--- config.mk ---
export PLATFORM = sky130hd
export DESIGN_NAME = load_store_unit
export DESIGN_NICKNAME = d
export VERILOG_FILES = /design/src/rtl/load_store_unit_pkg.sv /design/src/rtl/load_store_unit_align.sv /design/src/rtl/load_store_unit.sv
export SDC_FILE = /design/constraint.sdc
export NUM_CORES = 1
export LEC_CHECK = 0
export ABC_AREA = 1
export CAP_MARGIN = 20
export CORE_ASPECT_RATIO = 1.4
export CORE_MARGIN = 5
export CORE_UTILIZATION = 38
export CTS_CLUSTER_SIZE = 16
export DETAILED_ROUTE_END_ITERATION = 10
export MAX_ROUTING_LAYER = met4
export PLACE_DENSITY = 0.68
export SYNTH_ARGS = -nofsm -noshare
export SYNTH_HDL_FRONTEND = slang
export SYNTH_HIERARCHICAL = 1
export SYNTH_SLANG_ARGS = --single-unit
--- constraint.sdc ---
create_clock -name clk -period 9.18 [get_ports clk]
set_input_delay 2.295 -clock clk [delete_from_list [all_inputs] [get_ports clk]]
set_output_delay 2.295 -clock clk [all_outputs]
set_load 0.02 [all_outputs]
--- src/rtl/load_store_unit_pkg.sv ---
// Shared types and Funct3 decode helpers for the load/store unit.
package load_store_unit_pkg;

   localparam int unsigned XLEN = 32;

   typedef logic [XLEN-1:0] word_t;

   typedef enum logic [1:0] {LSU_IDLE, LSU_BUS, LSU_DONE} lsu_state_e;
   typedef enum logic [1:0] {SZ_B, SZ_H, SZ_W} lsu_size_e;

   localparam logic [2:0] FUNCT3_LB  = 3'b000;
   localparam logic [2:0] FUNCT3_LH  = 3'b001;
   localparam logic [2:0] FUNCT3_LW  = 3'b010;
   localparam logic [2:0] FUNCT3_LBU = 3'b100;
   localparam logic [2:0] FUNCT3_LHU = 3'b101;

   // Unlisted encodings fall through to a word access.
   function automatic lsu_size_e decode_size(input logic [2:0] f3);
      case (f3)
         FUNCT3_LB, FUNCT3_LBU: decode_size = SZ_B;
         FUNCT3_LH, FUNCT3_LHU: decode_size = SZ_H;
         default:               decode_size = SZ_W;
      endcase
   endfunction

   function automatic logic funct3_unsigned(input logic [2:0] f3);
      funct3_unsigned = (f3 == FUNCT3_LBU) || (f3 == FUNCT3_LHU);
   endfunction

endpackage

--- src/rtl/load_store_unit_align.sv ---
// Byte-lane steering: store enables/replication, load lane select/extension, misalign check.
module lsu_align
   import load_store_unit_pkg::*;
(
   input  logic [1:0] offset,
   input  lsu_size_e  size,
   input  logic       load_unsigned,
   input  word_t      store_data,
   input  word_t      bus_word,
   output logic [3:0] be,
   output word_t      wdata,
   output word_t      load_data,
   output logic       misaligned
);

   word_t lane;

   assign lane = bus_word >> {offset, 3'b000};

   always_comb begin
      be         = 4'b1111;
      wdata      = store_data;
      load_data  = lane;
      misaligned = 1'b0;
      case (size)
         SZ_B: begin
            be        = 4'(1) << offset;
            wdata     = {4{store_data[7:0]}};
            load_data = load_unsigned ? {24'b0, lane[7:0]} : {{24{lane[7]}}, lane[7:0]};
         end
         SZ_H: begin
            be         = offset[1] ? 4'b1100 : 4'b0011;
            wdata      = {2{store_data[15:0]}};
            load_data  = load_unsigned ? {16'b0, lane[15:0]} : {{16{lane[15]}}, lane[15:0]};
            misaligned = offset[0];
         end
         default: begin
            misaligned = |offset;
         end
      endcase
   end

endmodule

--- src/rtl/load_store_unit.sv ---
// Data-memory stage: captures a load/store, runs a req/ack bus transfer with timeout, stalls the core.
module load_store_unit
   import load_store_unit_pkg::*;
#(
   parameter int unsigned TIMEOUT_CYCLES = 16
)
(
   input  logic        clk,
   input  logic        reset,
   input  logic        MemRead,
   input  logic        MemWrite,
   input  logic [2:0]  Funct3,
   input  logic [31:0] ALUResult,
   input  logic [31:0] WriteData,
   output logic [31:0] ReadData,
   output logic        Stall,
   output logic        MisalignErr,
   output logic        TimeoutErr,
   output logic        bus_req,
   output logic        bus_we,
   output logic [29:0] bus_addr,
   output logic [3:0]  bus_be,
   output logic [31:0] bus_wdata,
   input  logic        bus_ack,
   input  logic [31:0] bus_rdata
);

   localparam int unsigned   CNT_W    = $clog2(TIMEOUT_CYCLES);
   localparam logic [CNT_W-1:0] CNT_LAST = CNT_W'(TIMEOUT_CYCLES - 1);

   lsu_state_e       state_q, state_d;
   logic [CNT_W-1:0] cnt_q;
   logic [29:0]      waddr_q;
   logic [1:0]       off_q;
   lsu_size_e        size_q;
   logic             uns_q;
   logic             we_q;
   logic [3:0]       be_q;
   word_t            wdata_q;
   word_t            rdata_q;
   logic             timeout_q;

   logic             access;
   logic             capture;
   logic             ack_done;
   logic             expire;
   logic [1:0]       sel_off;
   lsu_size_e        sel_size;
   logic             sel_uns;
   logic [3:0]       al_be;
   word_t            al_wdata;
   word_t            al_load;
   logic             al_mis;

   assign access = MemRead | MemWrite;

   // One aligner serves both phases: live request in IDLE, captured request while on the bus.
   assign sel_off  = (state_q == LSU_IDLE) ? ALUResult[1:0] : off_q;
   assign sel_size = (state_q == LSU_IDLE) ? decode_size(Funct3) : size_q;
   assign sel_uns  = (state_q == LSU_IDLE) ? funct3_unsigned(Funct3) : uns_q;

   lsu_align u_align (
      .offset        (sel_off),
      .size          (sel_size),
      .load_unsigned (sel_uns),
      .store_data    (WriteData),
      .bus_word      (bus_rdata),
      .be            (al_be),
      .wdata         (al_wdata),
      .load_data     (al_load),
      .misaligned    (al_mis)
   );

   always_comb begin
      state_d     = state_q;
      Stall       = 1'b0;
      MisalignErr = 1'b0;
      TimeoutErr  = 1'b0;
      ReadData    = rdata_q;
      bus_req     = 1'b0;
      bus_we      = 1'b0;
      bus_addr    = '0;
      bus_be      = '0;
      bus_wdata   = '0;
      capture     = 1'b0;
      ack_done    = 1'b0;
      expire      = 1'b0;
      case (state_q)
         LSU_IDLE: begin
            if (access) begin
               if (al_mis) begin
                  MisalignErr = 1'b1;
                  ReadData    = '0;
               end else begin
                  Stall   = 1'b1;
                  capture = 1'b1;
                  state_d = LSU_BUS;
               end
            end
         end
         LSU_BUS: begin
            bus_req   = 1'b1;
            Stall     = 1'b1;
            bus_we    = we_q;
            bus_addr  = waddr_q;
            bus_be    = be_q;
            bus_wdata = wdata_q;
            if (bus_ack) begin
               ack_done = 1'b1;
               state_d  = LSU_DONE;
            end else if (cnt_q == CNT_LAST) begin
               expire  = 1'b1;
               state_d = LSU_DONE;
            end
         end
         LSU_DONE: begin
            TimeoutErr = timeout_q;
            state_d    = LSU_IDLE;
         end
         default: state_d = LSU_IDLE;
      endcase
   end

   always_ff @(posedge clk or posedge reset) begin
      if (reset) state_q <= LSU_IDLE;
      else       state_q <= state_d;
   end

   // Capture registers, timeout counter and load result.
   always_ff @(posedge clk or posedge reset) begin
      if (reset) begin
         cnt_q     <= '0;
         waddr_q   <= '0;
         off_q     <= '0;
         size_q    <= SZ_B;
         uns_q     <= 1'b0;
         we_q      <= 1'b0;
         be_q      <= '0;
         wdata_q   <= '0;
         rdata_q   <= '0;
         timeout_q <= 1'b0;
      end else begin
         if (capture) begin
            waddr_q <= ALUResult[31:2];
            off_q   <= ALUResult[1:0];
            size_q  <= sel_size;
            uns_q   <= sel_uns;
            we_q    <= MemWrite;
            be_q    <= al_be;
            wdata_q <= MemWrite ? al_wdata : '0;
         end
         if (state_q == LSU_BUS && state_d == LSU_BUS) cnt_q <= cnt_q + CNT_W'(1);
         else                                          cnt_q <= '0;
         if (ack_done && !we_q) rdata_q <= al_load;
         else if (expire)       rdata_q <= '0;
         timeout_q <= expire;
      end
   end

endmodule
Word-level counts from Yosys, hierarchy flattened
Index checks and enable logic that the tools add are counted.

Add/subtract/negate cells: 1. Equality and inequality tests: 8. Shift operators: 2. Muxes and demuxes: 41. Bitwise gates (word level): 1. Reduce and logical (&&, ||, !) cells: 11.

Operator list (number): $mux W32 (9); $pmux W32 S2 (2); $shr A32 B5 Y32 (1); $mux W30 (1); $mux W1 (15); $mux W2 (6); $mux W4 (3); $pmux W2 S2 (2); $pmux W4 S2 (1); $eq A2 B1 Y1 const B (3); $eq A3 B3 Y1 const B (2); $reduce_or A2 Y1 (3); $add A4 B1 Y4 const B (1); $eq A4 B4 Y1 const B (1); $logic_not A2 Y1 (2); $pmux W1 S2 (2); $shl A1 B2 Y4 const A (1); $eq A3 B1 Y1 const B (1); $logic_not A3 Y1 (1); $eq A2 B2 Y1 const B (1); $logic_and A1 B1 Y1 (2); $reduce_bool A2 Y1 (1); $logic_not A1 Y1 (1); $logic_or A1 B1 Y1 (1); $or A1 B1 Y1 (1).

Bits in registers: 111. Input bits: 104. Word-level logic and storage cells: 75.

Logic depth before layout (Yosys ltp)
Gate-level depths: netlist of the first run.

Depth after elaboration: 12. Depth in mapped cells: 15. Gate-level depth less buffers: 13.

By module
Netlist of the first run, hierarchy kept.

Modules (own cells, without submodules): load_store_unit (times used 1, cells each 710, area each 5328.9 um^2, sequential area each 2777.7 um^2); lsu_align (times used 1, cells each 252, area each 1249.9 um^2, sequential area each 0.0 um^2).

Worst setup path after synthesis of the first run
OpenSTA, ideal clock, no wires.

Kind: input port to output port. Start point: input port ALUResult[1]. End point: output port Stall. Data arrival time: 3850 ps. Slack: 3035 ps. Stages: 9. Buffers on the path: 3. Cells stage by stage: inv_1 -> o21ai_0 -> nor2_4 -> buf_2 -> o22ai_1 -> nand3b_2 -> buf_6 -> buf_6 -> nand2_1.

Word-level cells in the longest chain between the ends: 6.

RTL lines: start, declared (line load_store_unit.sv:13) `input logic [31:0] ALUResult,`; $mux W2 (line load_store_unit.sv:58) `assign sel_off = (state_q == LSU_IDLE) ? ALUResult[1:0] : off_q;`; net sel_off[1] (line load_store_unit.sv:47) `logic [1:0] sel_off;`; $reduce_or A2 Y1 (line load_store_unit_align.sv:38) `misaligned = |offset;`; $pmux W1 S2 (line load_store_unit_align.sv:25) `case (size)`; net al_mis (line load_store_unit.sv:53) `logic al_mis;`; $mux W1 (line load_store_unit.sv:91) `if (al_mis) begin`; $mux W1 (line load_store_unit.sv:90) `if (access) begin`; $pmux W1 S2 (line load_store_unit.sv:88) `case (state_q)`; end, declared (line load_store_unit.sv:16) `output logic Stall,`.

The timed path passes the listed nets, and every way through them passes these cells.

Worst setup path in the final report of the first run
Start point: input port Funct3[1]. End point: output port ReadData[21].

Word-level cells in the longest chain between the ends: 9.

RTL lines: start, declared (line load_store_unit.sv:12) `input logic [2:0] Funct3,`; $eq A3 B3 Y1, or another cell as far along (line load_store_unit_pkg.sv:19) `case (f3)`; $reduce_or A2 Y1 (line load_store_unit_pkg.sv:19); $pmux W2 S2 (*) (line load_store_unit_pkg.sv:19); $mux W2 (*) (line load_store_unit.sv:59) `assign sel_size = (state_q == LSU_IDLE) ? decode_size(Funct3) : size_q;`; net sel_size[1] (line load_store_unit.sv:48) `lsu_size_e sel_size;`; $eq A2 B1 Y1 or $logic_not A2 Y1 (tied branches) (line load_store_unit_align.sv:25); $pmux W1 S2 (*) (line load_store_unit_align.sv:25); net al_mis (line load_store_unit.sv:53); $mux W32 (*) (line load_store_unit.sv:91); $mux W32 (*) (line load_store_unit.sv:90); $mux W32 (*) (line load_store_unit.sv:88); end, declared (line load_store_unit.sv:15) `output logic [31:0] ReadData,`.

Mark *: on every way through the listed nets, which the timed path passes. The rest lies on a longest branch.

==> flow_metrics.py, run 1 <==
metrics = {
    "cells_and_area": {
        "drive_gt1_share_pct": 5.39,
        "area_growth_pct": 34.7,
        "fin_nets": 1232,
        "multi_input_area_um2": 2800,
        "fill_cells": 1696,
        "final-instance-count-excl-fill": 1370,
        "seqCellArea_um2": 2780,
    },
    "timing": {
        "max_freq_ghz": 0.130,
        "period_minus_slack_ns": 7.66,
        "worst_pin_slew_ns": 0.919,
        "setup_ws_ns": 1.52,
        "finalCritPeriodShare_pct": 83.5,
        "finalMaxSlewViolations": 0,
        "finalHoldViolations": 0,
        "tns_ns": 0,
        "grt_setup_unrepaired": "false",
        "slew-limit-headroom_pct": 38.7,
        "clock_skew_ns": 0.0113,
        "finalSetupViolations": 0,
    },
    "cts": {
        "htree_levels": 3,
        "hold_buffers": 0,
        "cts_buffer_depth": 2,
        "cts_buffers": 9,
        "postCtsSetupRepairBufs": 0,
        "cts_tree": "done",
        "path_clk_slew_ns": 0.08,
        "clkLatencyLatePin_ns": 0.35,
        "cts.repair.resized": 0,
        "clkSinkCount": 111,
        "cts-root-buf": "clkbuf_16",
    },
    "global_route": {
        "grt_antenna_before_repair": 2,
        "grt_max_degree": 73,
        "gr-total-overflow": 0,
        "grt_pass1_wl_um": 32200,
        "grt_pass1_vias": 6266,
        "grt.total_usage_pct": 20.6,
    },
    "placed_design": {
        "place_inst": 1352,
        "port_buffers": 206,
        "hpwlAfterDp_um": 14700,
        "routabilityCongestion": 0.953,
        "post-place-ws_ns": 1.54,
    },
    "yosys": {
        "ys_warn_count": 6,
        "async_flop_share_pct": 100,
        "synth_cell_types": 27,
        "synth_edf_count": 0,
        "ys_seq_area_share_pct": 42.2,
        "yosys.area.top_type": "dfrtp_1",
        "yosys_register_bits": 111,
        "syn_nets": 1067,
        "synthesis.area_per_instance_um2": 6.84,
        "synth_top_cell_area_share_pct": 42.2,
        "netlist_area_um2": 6580,
        "yosysMostFrequentCell": "nand2_1",
        "ys.flop_type": "dfrtp_1",
        "synth_commonest_cells": "nand2_1, inv_1, dfrtp_1, nor2_1, nand3_1",
        "synth_cells": 962,
        "synth_area_leaders": "dfrtp_1, nand2_1, inv_1",
    },
    "worst_setup_path": {
        "cp_top_family": "buffers and inverters",
        "r2r_slack_ns": 5.65,
        "cpPeakStageDelay_ns": 0.60,
        "worst_ep_required_time_ns": 6.89,
        "end_kind": "primary output",
        "path_class": "in2out",
        "cp_cell_sequence": "clkdlybuf4s50_1, inv_1, nand2_1, o21ai_0, inv_1, inv_2, nand2_2, o22ai_1, nand3_1, buf_4, nand2_1, inv_1, clkdlybuf4s50_1",
        "worstPathMaxFanout": 33,
        "cp_data_arrival_time_ns": 5.37,
        "crit_path_frequent_cell": "inv_1",
        "slowest_stage": "clkdlybuf4s50_1",
        "path_buf_inv": 7,
        "cp-start-kind": "primary input",
    },
    "detailed_routing": {
        "first_pass_iters": 4,
        "vias": 6328,
        "ant_nets": 0,
        "detail_route.vias_per_cell": 4.62,
        "remaining_drc_errors": 0,
        "wl_per_cell_um": 14.5,
        "drt-initial-drc-count": 302,
        "finalWirelength_um": 19900,
    },
    "floorplan": {
        "die_height_um": 166,
        "initial_core_util_pct": 38.3,
        "ios": 207,
        "core_area_um2": 17200,
        "die_w_um": 121,
        "rows": 57,
        "dieArea_um2": 20100,
    },
    "hold_path": {
        "hold_path.class": "reg2reg",
    },
    "power_and_ir_drop": {
        "p_leak_nw": 4.67,
        "ir_worst_vdd_mv": 0.132,
        "power.density_nw_per_um2": 331,
        "power_w": 0.00293,
    },
    "run": {
        "cap_violations": 0,
    },
    "outcome": {
        "status": "completed",
    },
}
## cell usage in the layout, fill, tap and decap left out, drive strengths merged
cell,n
o22ai,1
nand3,64
o21ai,60
inv,149
clkbuf,10
clkdlybuf4s50,206
nand2,406
nor2,83
a21oi,14
dfrtp,111
o211ai,10
xor2,1
o21a,1
ha,1
clkinv,3
nor3,1
nand3b,1
diode,2
buf,9
bufinv,1
## area by class of cell
| class | instances | share of cell area [%] |
|---|---|---|
| Antenna cell | 2 | 0.0565 |
| Clock buffer | 10 | 2.58 |
| Clock inverter | 6 | 0.777 |
| Inverter | 147 | 6.25 |
| Multi-Input combinational cell | 643 | 31.6 |
| Sequential cell | 111 | 31.3 |
| Tap cell | 236 | 3.33 |
| Timing Repair Buffer | 215 | 24.0 |
## metal layers
layer  part of all wire, %  wire length [um]  vias up  global-route usage [%]
met3                   5.6              1120       40                    3.41
met5                     0                 0        -                       -
met1                    40              8010     2888                    24.6
met4                   2.9               575        0                    8.19
met2                    51             10200      198                    34.7
li1                      -                 -     3202                       -
## kinds of logic after synthesis
logic type | after synthesis | synth area share, %
AOI/OAI and AO/OA | 86 | 7.04
xor gates and xnor gates | 1 | 0.133
adders and majority gates | 1 | 0.190
buffers and inverters | 208 | 15.4
DFF | 111 | 42.2
and+or+nand+nor | 555 | 35.1
## metrics by stage
stage / hold slack, ns / util, % / instance area, um^2
after global routing: 0.502 / 51.6 / 8860
after global placement: 0.451 / 49.8 / 8560
final: 0.460 / 51.6 / 8860
after detailed placement: 0.453 / 49.8 / 8560
after floorplan: 0.433 / - / 6580
after CTS: 0.464 / 51.5 / 8860
## worst register-to-register path: cells and delay by family (launching register included)
family | cells | cell delay [ns]
DFF | 1 | 0.45
and+or+nand+nor | 5 | 0.82
buffers and inverters | 4 | 1.77
AOI/OAI and AO/OA | 3 | 0.42
## flip-flops by register name (all words and copies together) (netlist names), 2 cells and up
signal   cells
waddr_q     30
rdata_q     32
wdata_q     32
be_q         4
size_q       2
off_q        2
cnt_q        4
state_q      2
## power by group
| part | internal, W | switching, W |
|---|---|---|
| clock | 0.000215 | 0.000189 |
| sequential | 0.000684 | 0.000107 |
| combinational | 0.000644 | 0.00109 |
| total | 0.00154 | 0.00139 |
## path summary, 6_finish.rpt
check,from,end,cells past startpoint
setup reg to reg,state_q[0]$_DFF_PP0_,wdata_q[16]$_DFFE_PP0P_,12
setup / recovery,Funct3[1],ReadData[21],13
hold reg to reg,cnt_q[0]$_DFF_PP0_,cnt_q[0]$_DFF_PP0_,1
max in group asynchronous,reset,rdata_q[24]$_DFFE_PP0P_,3
min in group asynchronous,reset,waddr_q[13]$_DFFE_PP0P_,2
hold / removal,cnt_q[0]$_DFF_PP0_,cnt_q[0]$_DFF_PP0_,1
No activity file was read; power rests on OpenSTA's default activity.
==> inputs of run 2 (changes only) <==
==> constraint.sdc (replaced) <==
create_clock -name clk -period 7.2 [get_ports clk]
set_input_delay 1.8 -clock clk [delete_from_list [all_inputs] [get_ports clk]]
set_output_delay 1.8 -clock clk [all_outputs]
set_load 0.02 [all_outputs]
==> run 2 against run 1 <==
Effect of this change: final area about the same; sequential share of layout area about the same; critical endpoint is now ReadData[24]; sequential cell count unchanged; clock power is 30% higher; worst setup slack got worse by 0.66 ns; largest power group unchanged; die area is the same; final cell count unchanged; utilization about the same; first-iteration DRC count is 65% higher; total power rose by 28%; clock-buffer cell count stayed put.
==> flow_metrics.py, run 2 (synthesis gave the netlist of run 1 again) <==
metrics = {
    "timing": {
        "finalMaxSlewViolations": 0,
        "grt_setup_unrepaired": "false",
        "max_freq_ghz": 0.158,
        "finalCritPeriodShare_pct": 88.1,
        "clock_skew_ns": 0.00839,
        "finalSetupViolations": 0,
        "tns_ns": 0,
        "period_minus_slack_ns": 6.35,
        "finalHoldViolations": 0,
        "worst_pin_slew_ns": 0.767,
        "setup_ws_ns": 0.853,
        "slew-limit-headroom_pct": 48.9,
    },
    "cts": {
        "cts_buffer_depth": 2,
        "hold_buffers": 0,
        "cts.repair.resized": 0,
        "cts_tree": "done",
        "clkSinkCount": 111,
        "path_clk_slew_ns": 0.08,
        "htree_levels": 3,
        "cts-root-buf": "clkbuf_16",
        "cts_buffers": 9,
        "postCtsSetupRepairBufs": 0,
        "clkLatencyLatePin_ns": 0.34,
    },
    "power_and_ir_drop": {
        "p_leak_nw": 4.67,
        "clkPwrFrac_pct": 14.0,
        "power.density_nw_per_um2": 423,
        "p_switching_w": 0.00178,
        "p_sw_share_pct": 47.4,
        "share_comb_of_total_power_pct": 59.1,
        "sequentialPowerShare_pct": 27.0,
        "power_w": 0.00375,
        "p_int_w": 0.00197,
        "ir_worst_vdd_mv": 0.176,
    },
    "worst_setup_path": {
        "cpPeakStageDelay_ns": 0.60,
        "path_buf_inv": 8,
        "cp_top_family": "buffers and inverters",
        "cp_data_arrival_time_ns": 4.55,
        "cp_cell_sequence": "clkdlybuf4s50_1, inv_1, nand2_1, o21ai_0, inv_1, buf_4, inv_2, nand2_2, o22ai_1, nand3_1, buf_4, nand2_1, inv_1, clkdlybuf4s50_1",
        "slowest_stage": "clkdlybuf4s50_1",
        "end_kind": "primary output",
        "worst_ep_required_time_ns": 5.40,
        "path_class": "in2out",
        "cp-start-kind": "primary input",
        "worstPathMaxFanout": 33,
        "crit_path_frequent_cell": "inv_1",
    },
    "detailed_routing": {
        "finalWirelength_um": 20000,
        "detail_route.vias_per_cell": 4.65,
        "remaining_drc_errors": 0,
        "vias": 6371,
        "ant_nets": 0,
        "drt-initial-drc-count": 497,
        "first_pass_iters": 5,
        "wl_per_cell_um": 14.6,
    },
    "global_route": {
        "grt_pass1_wl_um": 32400,
        "grt_antenna_before_repair": 2,
        "grt_pass1_vias": 6427,
        "grt_max_degree": 64,
        "grt.total_usage_pct": 20.4,
        "gr-total-overflow": 0,
    },
    "floorplan": {
        "initial_core_util_pct": 38.3,
        "rows": 57,
        "die_height_um": 166,
        "core_area_um2": 17200,
        "dieArea_um2": 20100,
        "ios": 207,
        "die_w_um": 121,
    },
    "cells_and_area": {
        "fin_nets": 1232,
        "multi_input_area_um2": 2800,
        "reg_top3": "rdata_q: 32 flops, wdata_q: 32 flops, waddr_q: 30 flops",
        "mostFrequentLayoutCells": "nand2_1, clkdlybuf4s50_1, inv_1",
        "drive_gt1_share_pct": 5.39,
        "area_growth_pct": 34.8,
        "seqCellArea_um2": 2780,
        "fill_cells": 1723,
        "final_common_cell": "nand2_1",
        "post-route-util_pct": 51.6,
    },
    "placed_design": {
        "post-place-ws_ns": 0.867,
        "routabilityCongestion": 0.889,
        "hpwlAfterDp_um": 14700,
        "port_buffers": 206,
    },
    "hold_path": {
        "hold_path.class": "reg2reg",
    },
    "run": {
        "cap_violations": 0,
    },
    "outcome": {
        "status": "completed",
    },
}
-- run 2: cell types whose count changed in the layout (fill, tap and decap cells not counted), sizes merged --
| cell | previous run | this run |
|---|---|---|
| clkinvlp | 0 | 1 |
| inv | 149 | 151 |
| clkinv | 3 | 0 |
-- run 2: worst register-to-register path: cells and delay by family (launching register included) --
family	cells	cell delay (ns)
compound gates	2	0.32
flops	1	0.45
buf+inv	6	2.04
simple gates	6	0.95
-- run 2: stage by stage --
| stage | std cells | hold slack [ns] | instance area (um^2) |
|---|---|---|---|
| CTS | 1368 | 0.465 | 8860 |
| finish | 1370 | 0.462 | 8870 |
| global route | 1370 | 0.479 | 8870 |
| floorplan | 962 | 0.433 | 6580 |
| global placement | 1352 | 0.448 | 8560 |
| detailed placement | 1352 | 0.454 | 8560 |
-- run 2: final cells by class --
cell class | instances | share of cell area [%]
multi-input combinational | 643 | 31.6
sequential | 111 | 31.3
timing repair buffer | 215 | 24.0
inverter | 147 | 6.25
tap | 236 | 3.33
clock buffer | 10 | 2.58
clock inverter | 6 | 0.847
antenna | 2 | 0.0564
-- run 2: final timing paths --
path                            slack (ns)  cells past startpoint                 start                 endpoint
worst max-delay path                  0.85                     14             Funct3[1]             ReadData[24]
worst min-delay path                  0.46                      1    cnt_q[0]$_DFF_PP0_       cnt_q[0]$_DFF_PP0_
worst max register to register        3.34                     14  state_q[0]$_DFF_PP0_   waddr_q[6]$_DFFE_PP0P_
worst min register to register        0.46                      1    cnt_q[0]$_DFF_PP0_       cnt_q[0]$_DFF_PP0_
max in group asynchronous             4.08                      3                 reset  wdata_q[30]$_DFFE_PP0P_
min in group asynchronous             1.90                      2                 reset  waddr_q[13]$_DFFE_PP0P_
-- run 2: routing by layer --
metal	global-route usage, %	share of wire, %
met5	-	0
met4	6.48	2.5
met3	2.83	5.3
met2	35.2	51
met1	24.4	41
-- run 2: power groups by stage --
stage	clock (W)	sequential, W	combinational [W]
floorplan	0	0.000980	0.00160
global placement	0	0.00102	0.00220
detailed placement	0	0.00102	0.00223
CTS	0.000538	0.00101	0.00224
global route	0.000561	0.00104	0.00249
finish	0.000523	0.00101	0.00221
